`config.mk`:
```
export PLATFORM = sky130hd
export DESIGN_NAME = laser_host
export DESIGN_NICKNAME = d
export VERILOG_FILES = /design/src/rtl/laser_host.sv
export SDC_FILE = /design/constraint.sdc
export NUM_CORES = 1
export LEC_CHECK = 0
export BUFFER_PORTS_ARGS = -buffer_cell sky130_fd_sc_hd__buf_2
export CORE_ASPECT_RATIO = 1.5
export CORE_MARGIN = 2
export CORE_UTILIZATION = 50
export DETAILED_ROUTE_END_ITERATION = 12
export PLACE_DENSITY = 0.69
export SLEW_MARGIN = 20
export SYNTH_ARGS = -nofsm -noshare
export SYNTH_HDL_FRONTEND = slang
export SYNTH_SLANG_ARGS = --single-unit
```
`constraint.sdc`:
```
create_clock -name clk_i -period 8.24 [get_ports clk_i]
set_clock_uncertainty 0.15 [all_clocks]
set_input_delay 1.236 -clock clk_i [delete_from_list [all_inputs] [get_ports clk_i]]
set_output_delay 1.236 -clock clk_i [all_outputs]
set_load 0.01 [all_outputs]
```
`src/rtl/laser_host.sv`:
```
// Host-side driver and scorer for the two-circle laser coverage engine.
// Software loads a target-point buffer while the block is idle. START streams
// the points to the engine and waits for the engine's centers. The buffer is
// then rescanned to count the targets covered by either radius-4 circle, and
// the score is reported with a one-cycle strobe.
//
// state    | meaning
// ---------+-----------------------------------------------------------
// S_IDLE   | buffer writable, waiting for START
// S_SEND   | one buffer point per cycle on x_o/y_o with pt_valid_o high
// S_WAIT   | waiting for engine DONE, timeout counter running
// S_SCORE  | one buffer point per cycle tested against both circles
// S_REPORT | res_valid_o high for one cycle, then back to idle
module laser_host #(
  parameter int NUM_PTS     = 40,
  parameter int RADIUS_SQ   = 16,
  parameter int TIMEOUT_CYC = 20000
) (
  input  logic       clk_i,
  input  logic       rst_n_i,
  input  logic       wr_en_i,
  input  logic [5:0] wr_addr_i,
  input  logic [3:0] wr_x_i,
  input  logic [3:0] wr_y_i,
  input  logic       start_i,
  output logic       busy_o,
  output logic [3:0] x_o,
  output logic [3:0] y_o,
  output logic       pt_valid_o,
  input  logic       done_i,
  input  logic [3:0] c1x_i,
  input  logic [3:0] c1y_i,
  input  logic [3:0] c2x_i,
  input  logic [3:0] c2y_i,
  output logic       res_valid_o,
  output logic [5:0] score_o,
  output logic [3:0] res_c1x_o,
  output logic [3:0] res_c1y_o,
  output logic [3:0] res_c2x_o,
  output logic [3:0] res_c2y_o,
  output logic       timeout_o
);

  localparam int CNT_W = $clog2(TIMEOUT_CYC + 1);
  localparam logic [5:0] LAST_IDX = 6'(NUM_PTS - 1);
  localparam logic [CNT_W-1:0] CNT_LAST = CNT_W'(TIMEOUT_CYC - 1);

  typedef enum logic [2:0] {S_IDLE, S_SEND, S_WAIT, S_SCORE, S_REPORT} state_t;

  state_t           state_q, state_d;
  logic [7:0]       pts_q [NUM_PTS];
  logic [5:0]       idx_q, idx_d;
  logic [CNT_W-1:0] cnt_q, cnt_d;
  logic [3:0]       x_q, x_d, y_q, y_d;
  logic             pv_q, pv_d;
  logic             rv_q, rv_d;
  logic [5:0]       score_q, score_d;
  logic [15:0]      res_q, res_d;
  logic             to_q, to_d;
  logic             wr_ok;
  logic [7:0]       cur_pt;
  logic             hit;

  // Squared distance using 5-bit signed deltas; operands are widened before
  // squaring so the product keeps its sign-correct magnitude (max 225).
  function automatic logic [8:0] dist_sq(input logic [3:0] px, input logic [3:0] py,
                                         input logic [3:0] cx, input logic [3:0] cy);
    logic signed [4:0] dx, dy;
    logic signed [9:0] ex, ey, sx, sy;
    dx = $signed({1'b0, px}) - $signed({1'b0, cx});
    dy = $signed({1'b0, py}) - $signed({1'b0, cy});
    ex = 10'(dx);
    ey = 10'(dy);
    sx = ex * ex;
    sy = ey * ey;
    return sx[8:0] + sy[8:0];
  endfunction

  assign wr_ok  = wr_en_i && (state_q == S_IDLE) && (wr_addr_i < 6'(NUM_PTS));
  assign cur_pt = pts_q[idx_q];
  assign hit    = (dist_sq(cur_pt[3:0], cur_pt[7:4], res_q[3:0], res_q[7:4]) <= 9'(RADIUS_SQ)) ||
                  (dist_sq(cur_pt[3:0], cur_pt[7:4], res_q[11:8], res_q[15:12]) <= 9'(RADIUS_SQ));

  // Point buffer: writable only while idle, cleared by reset.
  always_ff @(posedge clk_i or negedge rst_n_i) begin
    if (!rst_n_i) begin
      for (int i = 0; i < NUM_PTS; i++) pts_q[i] <= '0;
    end else if (wr_ok) begin
      pts_q[wr_addr_i] <= {wr_y_i, wr_x_i};
    end
  end

  // State and datapath registers.
  always_ff @(posedge clk_i or negedge rst_n_i) begin
    if (!rst_n_i) begin
      state_q <= S_IDLE;
      idx_q   <= '0;
      cnt_q   <= '0;
      x_q     <= '0;
      y_q     <= '0;
      pv_q    <= 1'b0;
      rv_q    <= 1'b0;
      score_q <= '0;
      res_q   <= '0;
      to_q    <= 1'b0;
    end else begin
      state_q <= state_d;
      idx_q   <= idx_d;
      cnt_q   <= cnt_d;
      x_q     <= x_d;
      y_q     <= y_d;
      pv_q    <= pv_d;
      rv_q    <= rv_d;
      score_q <= score_d;
      res_q   <= res_d;
      to_q    <= to_d;
    end
  end

  // Next-state and datapath decisions.
  always_comb begin
    state_d = state_q;
    idx_d   = idx_q;
    cnt_d   = cnt_q;
    x_d     = '0;
    y_d     = '0;
    pv_d    = 1'b0;
    rv_d    = 1'b0;
    score_d = score_q;
    res_d   = res_q;
    to_d    = to_q;
    case (state_q)
      S_IDLE: begin
        if (start_i) begin
          state_d = S_SEND;
          idx_d   = '0;
          pv_d    = 1'b1;
          // A write to entry 0 in the START cycle must show up as the first point.
          if (wr_ok && (wr_addr_i == 6'd0)) begin
            x_d = wr_x_i;
            y_d = wr_y_i;
          end else begin
            x_d = pts_q[0][3:0];
            y_d = pts_q[0][7:4];
          end
          score_d = '0;
          res_d   = '0;
          to_d    = 1'b0;
        end
      end
      S_SEND: begin
        if (idx_q == LAST_IDX) begin
          state_d = S_WAIT;
          idx_d   = '0;
          cnt_d   = '0;
        end else begin
          idx_d = idx_q + 6'd1;
          x_d   = pts_q[idx_d][3:0];
          y_d   = pts_q[idx_d][7:4];
          pv_d  = 1'b1;
        end
      end
      S_WAIT: begin
        cnt_d = cnt_q + 1'b1;
        if (done_i) begin
          state_d = S_SCORE;
          idx_d   = '0;
          res_d   = {c2y_i, c2x_i, c1y_i, c1x_i};
        end else if (cnt_q == CNT_LAST) begin
          state_d = S_REPORT;
          rv_d    = 1'b1;
          to_d    = 1'b1;
          score_d = '0;
          res_d   = '0;
        end
      end
      S_SCORE: begin
        score_d = score_q + {5'd0, hit};
        if (idx_q == LAST_IDX) begin
          state_d = S_REPORT;
          idx_d   = '0;
          rv_d    = 1'b1;
        end else begin
          idx_d = idx_q + 6'd1;
        end
      end
      S_REPORT: begin
        state_d = S_IDLE;
      end
      default: begin
        state_d = S_IDLE;
      end
    endcase
  end

  assign busy_o      = (state_q != S_IDLE);
  assign x_o         = x_q;
  assign y_o         = y_q;
  assign pt_valid_o  = pv_q;
  assign res_valid_o = rv_q;
  assign score_o     = score_q;
  assign res_c1x_o   = res_q[3:0];
  assign res_c1y_o   = res_q[7:4];
  assign res_c2x_o   = res_q[11:8];
  assign res_c2y_o   = res_q[15:12];
  assign timeout_o   = to_q;

endmodule

```
==> results of run 1 <==
[stage by stage]
stage          cells  setup WS (ns)  hold slack [ns]  instance area, µm²
2_1_floorplan   1800        0.00822            0.287               23600
3_3_place_gp    2563         -0.511            0.308               25900
3_5_place_dp    2563         -0.573            0.312               25900
4_1_cts         2655         -0.102            0.321               27800
5_1_grt         2670         -0.351            0.342               28100
6_report        2670        -0.0806            0.320               28100
[final timing paths]
kind,slack [ns],end,cells past startpoint,start
hold / removal,0.32,cnt_q[14],1,cnt_q[14]
max in group asynchronous,5.86,pts_q[30],2,rst_n_i
min in group asynchronous,0.62,pts_q[147],1,rst_n_i
setup / recovery,-0.08,score_o[4],36,idx_q[0]
setup reg to reg,-0.08,score_o[4],36,idx_q[0]
hold reg to reg,0.32,cnt_q[14],1,cnt_q[14]
[timing repair]
item / 4_1_cts / 5_1_grt
endpoints found under the setup margin: 6 / 6
buffers inserted: 21 / 19
cloned: 3 / 1
resized for setup: 72 / 64
pin swaps: 51 / 65
hold endpoints to repair: 0 / 0
[worst max-delay path, delay by kind of cell (launching register included)]
kind	cells	cell delay, ns
flops	1	0.55
compound gates	8	1.35
mux	2	0.95
fa+ha+maj	9	3.38
xor+xnor	2	0.43
buf+inv	10	0.86
simple gates	5	0.52
[cell type report]
cell class,instances,area (µm²),share of cell area
Antenna cell,1,2.50,0.0000890
Inverter,119,452,0.0161
Clock inverter,16,180,0.00641
Sequential cell,377,9440,0.336
Multi-Input combinational cell,1190,13600,0.485
Timing Repair Buffer,320,2540,0.0904
Clock buffer,53,1110,0.0396
Tap cell,594,743,0.0264
[cell families (layout without fill, tap and decap cells)]
kind of cell	after synthesis	in the layout	synth area share
flip-flops	377	377	0.401
other	0	1	0
AO/OA/AOI/OAI	175	175	0.0521
AND/OR/NAND/NOR	325	325	0.0710
adder cells (fa/ha/maj)	126	126	0.0880
XOR/XNOR	39	39	0.0180
buffers and inverters	233	508	0.0415
multiplexers	525	525	0.329
[cells in the final DEF, fill, tap and decap left out, types with 19 or more instances in the layout]
cell,n
sky130_fd_sc_hd__dfrtp_1,374
sky130_fd_sc_hd__buf_4,221
sky130_fd_sc_hd__fa_1,60
sky130_fd_sc_hd__mux2i_1,42
sky130_fd_sc_hd__nor3_1,24
sky130_fd_sc_hd__buf_2,67
sky130_fd_sc_hd__mux4_2,168
sky130_fd_sc_hd__clkbuf_16,43
sky130_fd_sc_hd__inv_1,105
sky130_fd_sc_hd__nor2_1,54
sky130_fd_sc_hd__a22o_1,24
sky130_fd_sc_hd__mux2_2,312
sky130_fd_sc_hd__a21oi_1,19
sky130_fd_sc_hd__ha_1,46
sky130_fd_sc_hd__nand2_1,113
[state kept, by name (all words and copies together), names as in the netlist]
register and count:
pt_valid_o 1, idx_q 6, res_valid_o 1, pts_q 320, timeout_o 1, y_o 4
state_q 3, x_o 4, score_o 6, cnt_q 15, res_q 16
[per-layer routing]
metal / track usage / up-vias / share of wire
met3: 0.0348 / 225 / 0.045
met1: 0.318 / 8638 / 0.35
li1: - / 7113 / -
met2: 0.497 / 589 / 0.52
met4: 0.205 / 2 / 0.083
met5: 0 / - / 0.00019
==> out/qor.txt, run 1 <==
DRT
----------------------------------------------------------------------------------------------------
Remaining number of nets flagged by the antenna check after routing                                0
First-pass iteration count of the detailed router                                                  5
DR WL/cell                                                                                   25.4 µm
Final wirelength                                                                            67700 µm
Iteration-0 DRC Markers                                                                         1163
Number of vias after detailed routing                                                          16600
Via density                                                                                     6.20
DRC violations left                                                                                0

DIE
----------------------------------------------------------------------------------------------------
Core region area                                                                           46600 µm²
Overall die area                                                                           48900 µm²
Die span in y                                                                                 270 µm
Number of top-level pins                                                                          69
Number of rows created at floorplan                                                               97
Floorplan die width                                                                           181 µm
Initial standard-cell utilization of the core                                                  0.505

YOSYS
----------------------------------------------------------------------------------------------------
#FFs+latches synth                                                                               377
Avg Synthesized Cell Area                                                                   13.1 µm²
Most common cell in the netlist                                                         sky130_fd_sc_hd__dfrtp_1
Number of instances in the synthesized netlist                                                  1800
Yosys cell types                                                                                  67
Primary flip-flop cell chosen by synthesis mapping                                      sky130_fd_sc_hd__dfrtp_1
Post-Syn Area                                                                              23600 µm²
Fraction of registers with async set or reset after synthesis                                   1.00
Count of yosys warnings during synthesis                                                           0
Area fraction of the dominant cell type after synthesis                                        0.401
Post-Syn Nets                                                                                   1961
Number of enable-type register cells in the synthesized netlist                                    0
Register area share after synthesis                                                            0.401
Cell type contributing the most total cell area after synthesis                         sky130_fd_sc_hd__dfrtp_1
Most frequent cells after synthesis                                                     sky130_fd_sc_hd__dfrtp_1, sky130_fd_sc_hd__mux2_2, sky130_fd_sc_hd__mux4_2, sky130_fd_sc_hd__nand2_1, sky130_fd_sc_hd__inv_1
Synth top area cells                                                                    sky130_fd_sc_hd__dfrtp_1, sky130_fd_sc_hd__mux4_2, sky130_fd_sc_hd__mux2_2

TIMING
----------------------------------------------------------------------------------------------------
Worst Max-Slew Pin Slew                                                                      1.14 ns
Setup Total Neg Slack                                                                     -0.0806 ns
Time the final worst path needs with I/O delays and setup                                    8.32 ns
Number of max-slew violations in the final report                                                  0
Number of setup violations in the final report                                                     1
Setup slack after layout                                                                  -0.0806 ns
Max Clk Rate                                                                               0.120 GHz
Slew Limit Headroom                                                                            0.233
Hold Violations, Final                                                                             0
Unrepaired setup endpoints after global routing                                                 true
Fraction of the cycle the final worst path needs                                                1.01

GLOBAL ROUTE
----------------------------------------------------------------------------------------------------
Total Routing Usage GR                                                                         0.283
Global-route wire length before repair                                                     106000 µm
Initial antenna violation count                                                                    3
Overflow left after global routing                                                                 0
Vias in the first global route                                                                 17800
Pin count of the biggest net entering global routing                                             162

SETUP PATH
----------------------------------------------------------------------------------------------------
Required time reported for the critical path endpoint                                        8.53 ns
CP max-delay cell                                                                       sky130_fd_sc_hd__dfrtp_4
Arrival @ worst endpoint                                                                     8.61 ns
Maximum net fanout on the critical path                                                            7
Critical path's most frequent cell                                                      sky130_fd_sc_hd__fa_1
Setup CP Type                                                                             reg -> reg
Worst path max stage delay                                                                   0.55 ns
Kind of capture point of the worst setup path                                               register
Startpoint kind of the worst setup timing path                                              register

WORST HOLD PATH
----------------------------------------------------------------------------------------------------
Hold Crit Class                                                                           reg -> reg

STATUS
----------------------------------------------------------------------------------------------------
Violations in the final reports                                                         setup timing
Run status                                                                              complete, but fails checks

CLOCK NETWORK
----------------------------------------------------------------------------------------------------
Post-CTS Hold Buffers                                                                              0
H-tree lvl count                                                                                   2
Number of buffers inserted during clock tree synthesis                                            40
Clock-pin slew reported for the worst setup and hold paths after clock tree synthesis        0.07 ns
Number of clock sinks seen by CTS                                                                377
Clock tree from TritonCTS                                                                      built
Root Buffer Master                                                                      sky130_fd_sc_hd__clkbuf_16
Insertion delay of the later-clocked pin in the worst-skew pair                              0.55 ns
Max Root-Sink Buffers                                                                              3

LAYOUT
----------------------------------------------------------------------------------------------------
Fraction of layout instances using a drive strength above 1                                    0.482
Filler cell count                                                                               3643
Net total in the final layout                                                                   2209
Share of the core filled with cells                                                            0.603
Area growth syn-to-layout                                                                      19.4%

PLACEMENT
----------------------------------------------------------------------------------------------------
DP HPWL                                                                                     48100 µm
Number of I/O port buffers                                                                        68
RD Place Congestion                                                                            0.958

RUN
----------------------------------------------------------------------------------------------------
Max-cap viol count                                                                                 0

Power of run 1 is left out: the tool's default activity adds up to more than one toggle a clock period on the data nets, which glitch-free logic cannot reach.
==> run 2: changes to the inputs <==
--- a/config.mk
+++ b/config.mk
@@ -6,7 +6,6 @@
 export NUM_CORES = 1
 export LEC_CHECK = 0
 export BUFFER_PORTS_ARGS = -buffer_cell sky130_fd_sc_hd__buf_2
-export CORE_ASPECT_RATIO = 1.5
 export CORE_MARGIN = 2
 export CORE_UTILIZATION = 50
 export DETAILED_ROUTE_END_ITERATION = 12
==> out/qor.txt, run 2 (synthesis results as in run 1) <==
LAYOUT
----------------------------------------------------------------------------------------------------
Non-filler cells, final                                                                         2632   -1.4%
Fraction of layout instances using a drive strength above 1                                    0.461   -0.0212
Largest register by flop count                                                                 pts_q
Post-route cell area                                                                       27700 µm²   -1.5%
Biggest registers after layout                                                          pts_q: 320 flops, res_q: 16 flops, cnt_q: 15 flops
Commonest non-fill, non-tap cell in the layout                                          sky130_fd_sc_hd__dfrtp_1
Multi-input combinational cell area                                                        13600 µm²   -0.65%
Area growth syn-to-layout                                                                      17.6%
Net total in the final layout                                                                   2153   -2.5%
Flip-flop and latch area                                                                    9440 µm²   unchanged
Leading cell types in the layout, fill and taps excluded                                sky130_fd_sc_hd__dfrtp_1, sky130_fd_sc_hd__mux2_2, sky130_fd_sc_hd__buf_4, sky130_fd_sc_hd__mux4_2, sky130_fd_sc_hd__nand2_1
Number of diodes                                                                                   0   -1
Number of flip-flops under the largest register name                                             320   unchanged
Filler cell count                                                                               3575   -1.9%

DRT
----------------------------------------------------------------------------------------------------
First-pass iteration count of the detailed router                                                  5   unchanged
Final wirelength                                                                            64500 µm   -4.7%
Via density                                                                                     6.17   -0.63%
DRC violations left                                                                                0   unchanged
Iteration-0 DRC Markers                                                                         1362   +17%
Remaining number of nets flagged by the antenna check after routing                                0   unchanged
DR WL/cell                                                                                   24.5 µm   -3.3%
Number of vias after detailed routing                                                          16200   -2.0%

TIMING
----------------------------------------------------------------------------------------------------
Time the final worst path needs with I/O delays and setup                                    8.28 ns   -0.0375 ns
Unrepaired setup endpoints after global routing                                                 true
Setup Total Neg Slack                                                                     -0.0431 ns   +0.0375 ns
Slew Limit Headroom                                                                            0.267   +0.0340
Worst Max-Slew Pin Slew                                                                      1.09 ns   -0.0473 ns
Hold Violations, Final                                                                             0   unchanged
Setup slack after layout                                                                  -0.0431 ns   +0.0375 ns
Number of max-slew violations in the final report                                                  0   unchanged
Fraction of the cycle the final worst path needs                                                1.01   -0.00455
Max Clk Rate                                                                               0.121 GHz   +0.45%
Number of setup violations in the final report                                                     1   unchanged

RUN
----------------------------------------------------------------------------------------------------
Max-cap viol count                                                                                 0   unchanged

DIE
----------------------------------------------------------------------------------------------------
Initial standard-cell utilization of the core                                                  0.506   +0.000530
Number of rows created at floorplan                                                               79   -19%
Floorplan die width                                                                           221 µm   +22%
Die span in y                                                                                 221 µm   -18%
Overall die area                                                                           48900 µm²   about the same
Core region area                                                                           46600 µm²   -0.10%
Number of top-level pins                                                                          69   unchanged

CLOCK NETWORK
----------------------------------------------------------------------------------------------------
Number of clock sinks seen by CTS                                                                377   unchanged
Insertion delay of the later-clocked pin in the worst-skew pair                              0.61 ns   +0.06 ns
Max Root-Sink Buffers                                                                              3   unchanged
Root Buffer Master                                                                      sky130_fd_sc_hd__clkbuf_16
Post-CTS Hold Buffers                                                                              0   unchanged
Clock tree from TritonCTS                                                                      built
Number of buffers inserted during clock tree synthesis                                            44   +10%
H-tree lvl count                                                                                   2   unchanged
Clock-pin slew reported for the worst setup and hold paths after clock tree synthesis        0.06 ns   about the same

GLOBAL ROUTE
----------------------------------------------------------------------------------------------------
Highest-utilization routing layer at the global route stage                                     met2
Grt met3 use                                                                                  0.0466   +0.0118
Total Routing Usage GR                                                                         0.267   -0.0160
Overflow left after global routing                                                                 0   unchanged
Global-route wire length before repair                                                     102000 µm   -3.9%
Pin count of the biggest net entering global routing                                             131   -19%
Vias in the first global route                                                                 17000   -4.3%
Initial antenna violation count                                                                    0   -3
Met1 track utilization from global routing                                                     0.365   +0.0477
Met2 track demand over resource in global routing                                              0.436   -0.0615

PLACEMENT
----------------------------------------------------------------------------------------------------
Area of placed instances                                                                   25500 µm²   -1.7%
RD Place Congestion                                                                            0.936   -2.2%
DP HPWL                                                                                     44200 µm   -8.1%
Number of I/O port buffers                                                                        68   unchanged
Count of placed standard cells including taps                                                   2511   -2.0%

SETUP PATH
----------------------------------------------------------------------------------------------------
Startpoint kind of the worst setup timing path                                              register
Kind of capture point of the worst setup path                                               register
Required time reported for the critical path endpoint                                        8.62 ns   +0.09 ns
Arrival @ worst endpoint                                                                     8.66 ns   +0.05 ns
Maximum net fanout on the critical path                                                            5   -2
Setup CP Type                                                                             reg -> reg
Worst path max stage delay                                                                   0.55 ns   about the same
Critical path's most frequent cell                                                      sky130_fd_sc_hd__fa_1
CP max-delay cell                                                                       sky130_fd_sc_hd__fa_1

STATUS
----------------------------------------------------------------------------------------------------
Violations in the final reports                                                         setup timing
Run status                                                                              complete, but fails checks

WORST HOLD PATH
----------------------------------------------------------------------------------------------------
Hold Crit Class                                                                           reg -> reg

==> run 2: cell types whose count changed in the layout (fill, tap and decap cells not counted), moves of 3 or more <==
cell                       previous run  this run
sky130_fd_sc_hd__buf_4              221       170
sky130_fd_sc_hd__buf_6               13         4
sky130_fd_sc_hd__inv_1              105       110
sky130_fd_sc_hd__nand2_2             13         8
sky130_fd_sc_hd__clkbuf_8             2         6
sky130_fd_sc_hd__nand2_1            113       117
sky130_fd_sc_hd__clkinv_2             7        10
sky130_fd_sc_hd__inv_2               12         9
sky130_fd_sc_hd__nor2_1              54        57
sky130_fd_sc_hd__xnor2_1             16        19
sky130_fd_sc_hd__xnor2_2              6         3
==> run 2: critical path, delay by kind of cell, from the launching register on <==
kind	cells	cell delay, ns
flops	1	0.53
xor+xnor	1	0.20
compound gates	7	1.20
fa+ha+maj	10	3.70
mux	2	0.99
buf+inv	8	0.79
simple gates	6	0.65
==> run 2: area by class of cell <==
type                       instances  share of cell area
tap                              607              0.0274
multi-input combinational       1190               0.489
clock buffer                      61              0.0442
sequential                       377               0.341
clock inverter                    18             0.00732
timing repair buffer             260              0.0746
inverter                         119              0.0161
==> run 2: path summary, 6_finish.rpt <==
kind / from / end / slack (ns) / depth (start not counted)
max: idx_q[0] / score_o[4] / -0.04 / 34
min: score_o[5] / score_o[5] / 0.32 / 1
max reg2reg: idx_q[0] / score_o[4] / -0.04 / 34
min reg2reg: score_o[5] / score_o[5] / 0.32 / 1
max in group asynchronous: rst_n_i / idx_q[0] / 6.02 / 2
min in group asynchronous: rst_n_i / pts_q[222] / 0.58 / 1
==> run 2: what timing repair did <==
item / CTS / global route
gates resized for setup: 64 / 34
setup buffers: 33 / 7
gates cloned: 3 / 0
pin swaps: 55 / 30
endpoints found under the setup margin: 6 / 6
==> run 2: through the flow <==
step | hold slack, ns | setup WS, ns | utilization
final | 0.320 | -0.0431 | 0.595
after CTS | 0.327 | 0.00113 | 0.591
after floorplan | 0.287 | 0.00822 | -
after global placement | 0.304 | -0.389 | 0.548
after global routing | 0.346 | -0.302 | 0.595
after detailed placement | 0.313 | -0.638 | 0.548
==> run 2: layer usage <==
layer | vias up | wire, µm
li1 | 6992 | -
met3 | 114 | 4340
met1 | 8506 | 27000
met4 | 0 | 1980
met2 | 616 | 31200
met5 | - | 0
Power of run 2 is left out for the same reason.
